### src/rtl/bcd_to_bin_if.sv
// Handshake and data bundle for the BCD-to-binary converter: request side (ce/start/bcd)
// and result side (busy/done/q/err/ovf).
interface bcd_to_bin_if #(
   parameter int unsigned IN_DECADES   = 4,
   parameter int unsigned OUT_BITS_NUM = 14
);
   logic                      ce;
   logic                      start;
   logic [4*IN_DECADES-1:0]   bcd;
   logic                      busy;
   logic                      done;
   logic [OUT_BITS_NUM-1:0]   q;
   logic                      err;
   logic                      ovf;

   modport master (
      output ce, start, bcd,
      input  busy, done, q, err, ovf
   );

   modport slave (
      input  ce, start, bcd,
      output busy, done, q, err, ovf
   );
endinterface

### src/rtl/bcd_to_bin_conv.sv
// Iterative BCD-to-binary converter, Horner method MSD first, one decade per CE cycle.
// Optional macro BCD_TO_BIN_SAT_EN: saturate q to all-ones when the result overflows.
module bcd_to_bin_conv #(
   parameter int unsigned IN_DECADES   = 4,
   parameter int unsigned OUT_BITS_NUM = 14
) (
   input  logic         clk,
   input  logic         rst_n,
   bcd_to_bin_if.slave  bus
);
   localparam int unsigned IN_W   = 4 * IN_DECADES;
   localparam int unsigned FULL_W = OUT_BITS_NUM + 4;
   localparam int unsigned CNT_W  = $clog2(IN_DECADES + 1);

   typedef enum logic {S_IDLE, S_CONV} state_t;

   state_t                  state_q, state_d;
   logic [IN_W-1:0]         sreg_q, sreg_d;
   logic [OUT_BITS_NUM-1:0] acc_q, acc_d;
   logic [CNT_W-1:0]        cnt_q, cnt_d;
   logic                    err_s_q, err_s_d;
   logic                    ovf_s_q, ovf_s_d;
   logic [OUT_BITS_NUM-1:0] q_q, q_d;
   logic                    err_q, err_d;
   logic                    ovf_q, ovf_d;
   logic                    done_q, done_d;
   logic                    busy_q, busy_d;

   logic [3:0]              digit_c;
   logic [FULL_W-1:0]       acc_ext_c;
   logic [FULL_W-1:0]       full_c;
   logic                    step_ovf_c;
   logic                    step_err_c;

   // One Horner step: acc*10 + digit, built from shifts, kept 4 bits wider to see overflow
   assign digit_c    = sreg_q[IN_W-1 -: 4];
   assign acc_ext_c  = FULL_W'(acc_q);
   assign full_c     = (acc_ext_c << 3) + (acc_ext_c << 1) + FULL_W'(digit_c);
   assign step_ovf_c = |full_c[FULL_W-1:OUT_BITS_NUM];
   assign step_err_c = (digit_c > 4'd9);

   always_ff @(posedge clk or negedge rst_n) begin
      if (!rst_n) begin
         state_q <= S_IDLE;
         sreg_q  <= '0;
         acc_q   <= '0;
         cnt_q   <= '0;
         err_s_q <= 1'b0;
         ovf_s_q <= 1'b0;
         q_q     <= '0;
         err_q   <= 1'b0;
         ovf_q   <= 1'b0;
         done_q  <= 1'b0;
         busy_q  <= 1'b0;
      end else begin
         state_q <= state_d;
         sreg_q  <= sreg_d;
         acc_q   <= acc_d;
         cnt_q   <= cnt_d;
         err_s_q <= err_s_d;
         ovf_s_q <= ovf_s_d;
         q_q     <= q_d;
         err_q   <= err_d;
         ovf_q   <= ovf_d;
         done_q  <= done_d;
         busy_q  <= busy_d;
      end
   end

   // Next-state and datapath; done is a one-clock pulse independent of ce
   always_comb begin
      state_d = state_q;
      sreg_d  = sreg_q;
      acc_d   = acc_q;
      cnt_d   = cnt_q;
      err_s_d = err_s_q;
      ovf_s_d = ovf_s_q;
      q_d     = q_q;
      err_d   = err_q;
      ovf_d   = ovf_q;
      done_d  = 1'b0;

      case (state_q)
         S_IDLE: begin
            if (bus.ce && bus.start) begin
               sreg_d  = bus.bcd;
               acc_d   = '0;
               cnt_d   = CNT_W'(IN_DECADES);
               err_s_d = 1'b0;
               ovf_s_d = 1'b0;
               state_d = S_CONV;
            end
         end
         S_CONV: begin
            if (bus.ce) begin
               acc_d   = full_c[OUT_BITS_NUM-1:0];
               err_s_d = err_s_q | step_err_c;
               ovf_s_d = ovf_s_q | step_ovf_c;
               sreg_d  = sreg_q << 4;
               cnt_d   = cnt_q - CNT_W'(1);
               if (cnt_q == CNT_W'(1)) begin
                  err_d   = err_s_d;
                  ovf_d   = ovf_s_d;
`ifdef BCD_TO_BIN_SAT_EN
                  q_d     = ovf_s_d ? '1 : full_c[OUT_BITS_NUM-1:0];
`else
                  q_d     = full_c[OUT_BITS_NUM-1:0];
`endif
                  done_d  = 1'b1;
                  state_d = S_IDLE;
               end
            end
         end
         default: state_d = S_IDLE;
      endcase

      busy_d = (state_d == S_CONV);
   end

   assign bus.busy = busy_q;
   assign bus.done = done_q;
   assign bus.q    = q_q;
   assign bus.err  = err_q;
   assign bus.ovf  = ovf_q;
endmodule
### src/flat_wrapper.sv
// flat-port wrapper written by rule: the top's interface ports become plain ports
module bcd_to_bin_conv_flat 
#(
   parameter int unsigned IN_DECADES   = 4,
   parameter int unsigned OUT_BITS_NUM = 14
)
  (clk, rst_n, bus_ce, bus_start, bus_bcd, bus_busy, bus_done, bus_q, bus_err, bus_ovf);
  bcd_to_bin_if #(.IN_DECADES(IN_DECADES), .OUT_BITS_NUM(OUT_BITS_NUM)) bus_i ();
  input  logic clk;
  input  logic rst_n;
  input wire logic [$bits(bus_i.ce)-1:0] bus_ce;
  input wire logic [$bits(bus_i.start)-1:0] bus_start;
  input wire logic [$bits(bus_i.bcd)-1:0] bus_bcd;
  output wire logic [$bits(bus_i.busy)-1:0] bus_busy;
  output wire logic [$bits(bus_i.done)-1:0] bus_done;
  output wire logic [$bits(bus_i.q)-1:0] bus_q;
  output wire logic [$bits(bus_i.err)-1:0] bus_err;
  output wire logic [$bits(bus_i.ovf)-1:0] bus_ovf;
  assign bus_i.ce = bus_ce;
  assign bus_i.start = bus_start;
  assign bus_i.bcd = bus_bcd;
  assign bus_busy = bus_i.busy;
  assign bus_done = bus_i.done;
  assign bus_q = bus_i.q;
  assign bus_err = bus_i.err;
  assign bus_ovf = bus_i.ovf;
  bcd_to_bin_conv #(.IN_DECADES(IN_DECADES), .OUT_BITS_NUM(OUT_BITS_NUM)) u_core (.clk(clk), .rst_n(rst_n), .bus(bus_i));
endmodule
### config.mk
export PLATFORM = sky130hd
export DESIGN_NAME = bcd_to_bin_conv_flat
export DESIGN_NICKNAME = d
export VERILOG_FILES = /design/src/rtl/bcd_to_bin_if.sv /design/src/rtl/bcd_to_bin_conv.sv /design/src/flat_wrapper.sv
export SDC_FILE = /design/constraint.sdc
export NUM_CORES = 1
export LEC_CHECK = 0
export BUFFER_PORTS_ARGS = -buffer_cell sky130_fd_sc_hd__buf_2
export CORE_ASPECT_RATIO = 0.7
export CORE_UTILIZATION = 45
export CTS_BUF_LIST = sky130_fd_sc_hd__clkbuf_4
export CTS_CLUSTER_SIZE = 14
export DETAILED_ROUTE_END_ITERATION = 8
export GPL_TIMING_DRIVEN = 0
export HOLD_SLACK_MARGIN = 0.03
export PLACE_DENSITY = 0.71
export SLEW_MARGIN = 0
export SYNTH_ARGS = -nofsm -noshare
export SYNTH_HDL_FRONTEND = slang
export SYNTH_SLANG_ARGS = --single-unit
### constraint.sdc
create_clock -name clk -period 3.6 [get_ports clk]
set_clock_uncertainty 0.15 [all_clocks]
set_input_delay 0.72 -clock clk [delete_from_list [all_inputs] [get_ports clk]]
set_output_delay 0.72 -clock clk [all_outputs]
set_load 0.01 [all_outputs]
# After elaboration in Yosys (flattened, before gate mapping)
# Cells that the tools add are included.
# totals
register_bits	53
inputBits	20
output_inout_bits	18
word_cells	45
# classes
n_addsub	3
n_lt_le_gt_ge	1
eq_ne	3
n_mux	21
n_bitwise	3
reduce_logical	4
# ops
cell	n
16-bit two-way mux	2
16-bit case mux with 2 select lines	1
14-bit two-way mux	2
14-bit case mux with 2 select lines	1
17-bit by 15-bit adder with 18-bit output	1
18-bit by 4-bit adder with 18-bit output	1
1-bit two-way mux	9
3-bit two-way mux	2
1-bit case mux with 2 select lines	3
3-bit case mux with 2 select lines	1
4-bit > comparator, second input constant	1
4-bit OR reduction	1
3-bit by 1-bit equality test with 1-bit output, second input constant	1
3-bit AND reduction	1
3-bit by 1-bit subtractor with 3-bit output, second input constant	1
2-bit by 1-bit inequality test with 1-bit output, second input constant	1
2-bit inequality test, second input constant	1
1-bit OR	2
2-bit AND reduction	1
1-bit logical AND	1
1-bit inverter	1

# Logic depth before layout (Yosys ltp)
# logic_depth
word_depth	6
depth_mapped	10
mapped_depth_nobuf	10

# Least setup slack after synthesis
# Ideal clock, no wire load.
# synth_timing
kind	reg-to-reg
startpoint	reg u_core.acc_q[0]
endpoint	reg u_core.ovf_q, in the netlist u_core.bus.ovf
setup_ns	0.136
arrival_time_ns	2.481
t_required_ns	3.314
path_slack_ns	0.833
path_stages_with_launch	10
n_path_buf	0
period_less_slack_ns	2.767
cell_sequence	dfrtp_1 -> inv_1 -> fa_1 -> fa_1 -> nand2b_1 -> a21oi_1 -> o2111a_1 -> o21ai_0 -> a222oi_1 -> a31oi_1
# synth_via
elab_chain_cells	4
# synth_lines
element	line_no	source
from (decl)	bcd_to_bin_conv.sv:19	logic [OUT_BITS_NUM-1:0] acc_q, acc_d;
from (signal assigned)	bcd_to_bin_conv.sv:46	acc_q <= '0;
from (signal assigned)	bcd_to_bin_conv.sv:58	acc_q <= acc_d;
17-bit by 15-bit adder with 18-bit output	bcd_to_bin_conv.sv:38	assign full_c = (acc_ext_c << 3) + (acc_ext_c << 1) + FULL_W'(digit_c);
18-bit by 4-bit adder with 18-bit output	bcd_to_bin_conv.sv:38	
4-bit OR reduction	bcd_to_bin_conv.sv:39	assign step_ovf_c = |full_c[FULL_W-1:OUT_BITS_NUM];
1-bit OR	bcd_to_bin_conv.sv:98	ovf_s_d = ovf_s_q | step_ovf_c;
to (signal assigned)	bcd_to_bin_conv.sv:64	ovf_q <= ovf_d;
to (decl)	bcd_to_bin_conv.sv:25	logic ovf_q, ovf_d;
# Every way passes these cells.
# A chain may end at the register's enable or synchronous reset.

# Final worst setup path
# Same ends and word-level chain as after synthesis.

==> out/results.tsv <==
metric	value	unit
area leader, netlist	dfrtp_1	
Int Pwr	1.83	mW
Die Width	102	um
minimum clock period	3260	ps
FF-to-FF setup slack	340	ps
WP data arrival	3370	ps
Hold Path Class	reg2reg	
clock-pin transition on the worst setup and hold timing paths	160	ps
register bit total from synthesis	53	
count of final setup violators	0	
dpl cell area	3430	um^2
Final Cycle Share	90.6	%
post-DR vias/cell	5.62	
VDD IR max	317	uV
area occupied by registers	1330	um^2
Die Footprint	7310	um^2
critical path capture point type	flop	
most common cell in the netlist	dfrtp_1	
largest net degree at the start of global routing	54	
largest cells by area after synthesis	dfrtp_1, ha_1, o22ai_1	
Layout fillers	646	
Fin Hold WS	343	ps
Final Hold Vio Count	0	
async set-reset flop share out of synthesis	100	%
Hold-fix buffers, CTS	0	
reg2reg path depth	9	
worst-path maximum fanout	4	
Slew Viols, Final	0	
vias in the first global route	2550	
Req. time, crit path	3710	ps
status	completed	
Residual DRC	0	
Layout Cells excl Fill	477	
DRT Wirelength	7620	um
Post-synth EDFFs	0	
r2r endpoint	u_core.bus.ovf$_DFFE_PN0P_	
TritonCTS clock tree	built	
CTS Sinks	53	
CP Launch Type	flop	
Final GP Congestion	0.861	
WS Path Type	reg2reg	
crit path to	u_core.bus.ovf$_DFFE_PN0P_	
post-route worst setup slack	338	ps
Initial Util	46.4	%
achievable frequency	307	MHz
share of total power in the clock network	10.1	%
Sw Ratio	47.4	%
num ports	38	
post-CTS setup buffer count	0	
Post-synth top cells	dfrtp_1, nand2_1, a21oi_1	
worst reg2reg path startpoint	u_core.acc_q[0]$_DFFE_PN0P_	
Mapped Avg Cell Area	9.25	um^2
multi-input logic area	1660	um^2
post-route ant nets	0	
Mapped Area	3140	um^2
post-cts repair resize count	0	
unrepaired setup endpoints after global routing	no	
ant diodes	0	
GR Layer Usage met2	33.6	%
Clk Tree Root Cell	clkbuf_4	
share of cells above drive strength 1	14.1	%
antenna violations before repair	0	
sequential share of the synthesized area	42.3	%
Psw	1.65	mW
Final Net Count	433	
core area	6760	um^2
busiest grt layer	met1	
crit path from	u_core.acc_q[0]$_DFFE_PN0P_	
grt total ovfl	0	
GRT Util Overall	23.0	%
H-tree levels	2	
DP Worst Slack	485	ps
Rel. slew slack	22.4	%
DR iter-0 viols	182	
met3 Use GR	3.71	%
Net Count, Synth	390	
Synth Instances	339	
leakage	1.65	nW
area growth from synthesis to layout	12.1	%
share of Yosys cell area claimed by the top area cell type	42.3	%
Power Density	990	nW/um^2
first-pass GRT wire length	12900	um
drt first pass iters	4	
fin area	3510	um^2
max cap viols	0	
height of the die	71.8	um
dpl hpwl	5700	um
clk_lat worst skew	380	ps
prevailing post-synth register cell	dfrtp_1	
placed insts	469	
Rows	25	
Tightest Pin Transition	1160	ps
Vias	2680	
combinational share of power	59.4	%
fin util	52.0	%
Synth cell types	46	
met1 Track Usage GR	35.4	%
PortBufs	36	
Flop pwr share	30.5	%
DR WL/cell	16.0	um
Final Power	3.48	mW
clk buf depth	2	
Final TNS setup	0	ps
YS warnings	0	
CTS Buf Count	5	
==> state kept, by name, indices dropped and copies added (netlist names), 3 cells and up <==
register / count
u_core.cnt_q: 3
u_core.acc_q: 14
u_core.sreg_q: 16
u_core.bus.q: 14
==> layer usage <==
layer / share of wire, % / wire length, um
met5: 0 / 0
met4: 0.52 / 40
met3: 4.7 / 355
met2: 41 / 3130
met1: 54 / 4090
==> power groups by stage <==
stage	Combinational, mW	Sequential (mW)	Clock (mW)
2_1_floorplan	1.50	1.05	0
3_3_place_gp	1.97	1.06	0
3_5_place_dp	2.05	1.07	0
4_1_cts	2.05	1.06	0.360
5_1_grt	2.34	1.09	0.381
6_report	2.07	1.06	0.350
==> layout make-up <==
cell class              count  share of cell area, %
multi-input cells         248                   47.1
flip-flops and latches     53                   37.7
repair buffers             36                   5.13
well taps                  94                   3.35
plain buffers              20                   2.42
inverters                  18                   1.92
clock inverters             3                   1.25
clock buffers               5                   1.07
==> cells in the final DEF, fill, tap and decap left out, types with 4 or more instances in the layout <==
cell and instances:
a22o_1 4, and2_1 4, ha_1 29, clkbuf_1 15
a21o_1 4, nor3_1 8, a2bb2oi_1 5, nor2_1 14
o21ai_0 26, inv_1 17, clkbuf_4 5, nand3_1 9
nand2_1 37, o21a_1 4, a21oi_1 30, buf_2 38
xor2_1 6, o31ai_1 4, o22ai_1 28, dfrtp_1 53
==> kinds of logic (layout without fill, tap and decap cells) <==
kind of cell	Yosys count	count (layout)	synth area share, %
xor gates and xnor gates	9	9	2.51
and+or+nand+nor	84	84	12.2
DFF	53	53	42.3
AOI/OAI and AO/OA	123	123	25.0
adders and majority gates	31	31	12.8
muxes	1	1	0.319
buffers and inverters	38	82	4.87
==> how the worst min path moves through the flow <==
| stage | from | end | slack, ps | cells after the start |
|---|---|---|---|---|
| final | u_core.bus.q[5]$_DFFE_PN0P_ | u_core.bus.q[5]$_DFFE_PN0P_ | 340 | 2 |
| after floorplan | rst_n | u_core.acc_q[0]$_DFFE_PN0P_ | 270 | 0 |
| after CTS | u_core.bus.q[6]$_DFFE_PN0P_ | u_core.bus.q[6]$_DFFE_PN0P_ | 350 | 2 |
| after detailed placement | u_core.bus.q[1]$_DFFE_PN0P_ | u_core.bus.q[1]$_DFFE_PN0P_ | 310 | 2 |
| after global routing | u_core.bus.q[4]$_DFFE_PN0P_ | u_core.bus.q[4]$_DFFE_PN0P_ | 380 | 2 |
| after global placement | u_core.bus.q[0]$_DFFE_PN0P_ | u_core.bus.q[0]$_DFFE_PN0P_ | 310 | 2 |
==> critical path, cell delays in order, from the launching register on <==
cell,delay (ps)
dfrtp_1,420
inv_1,70
fa_1,540
fa_1,460
nand2b_1,180
a21oi_1,360
o2111a_1,280
o21ai_0,90
a222oi_1,430
a31oi_1,150
(Power assumes the default switching activity.)
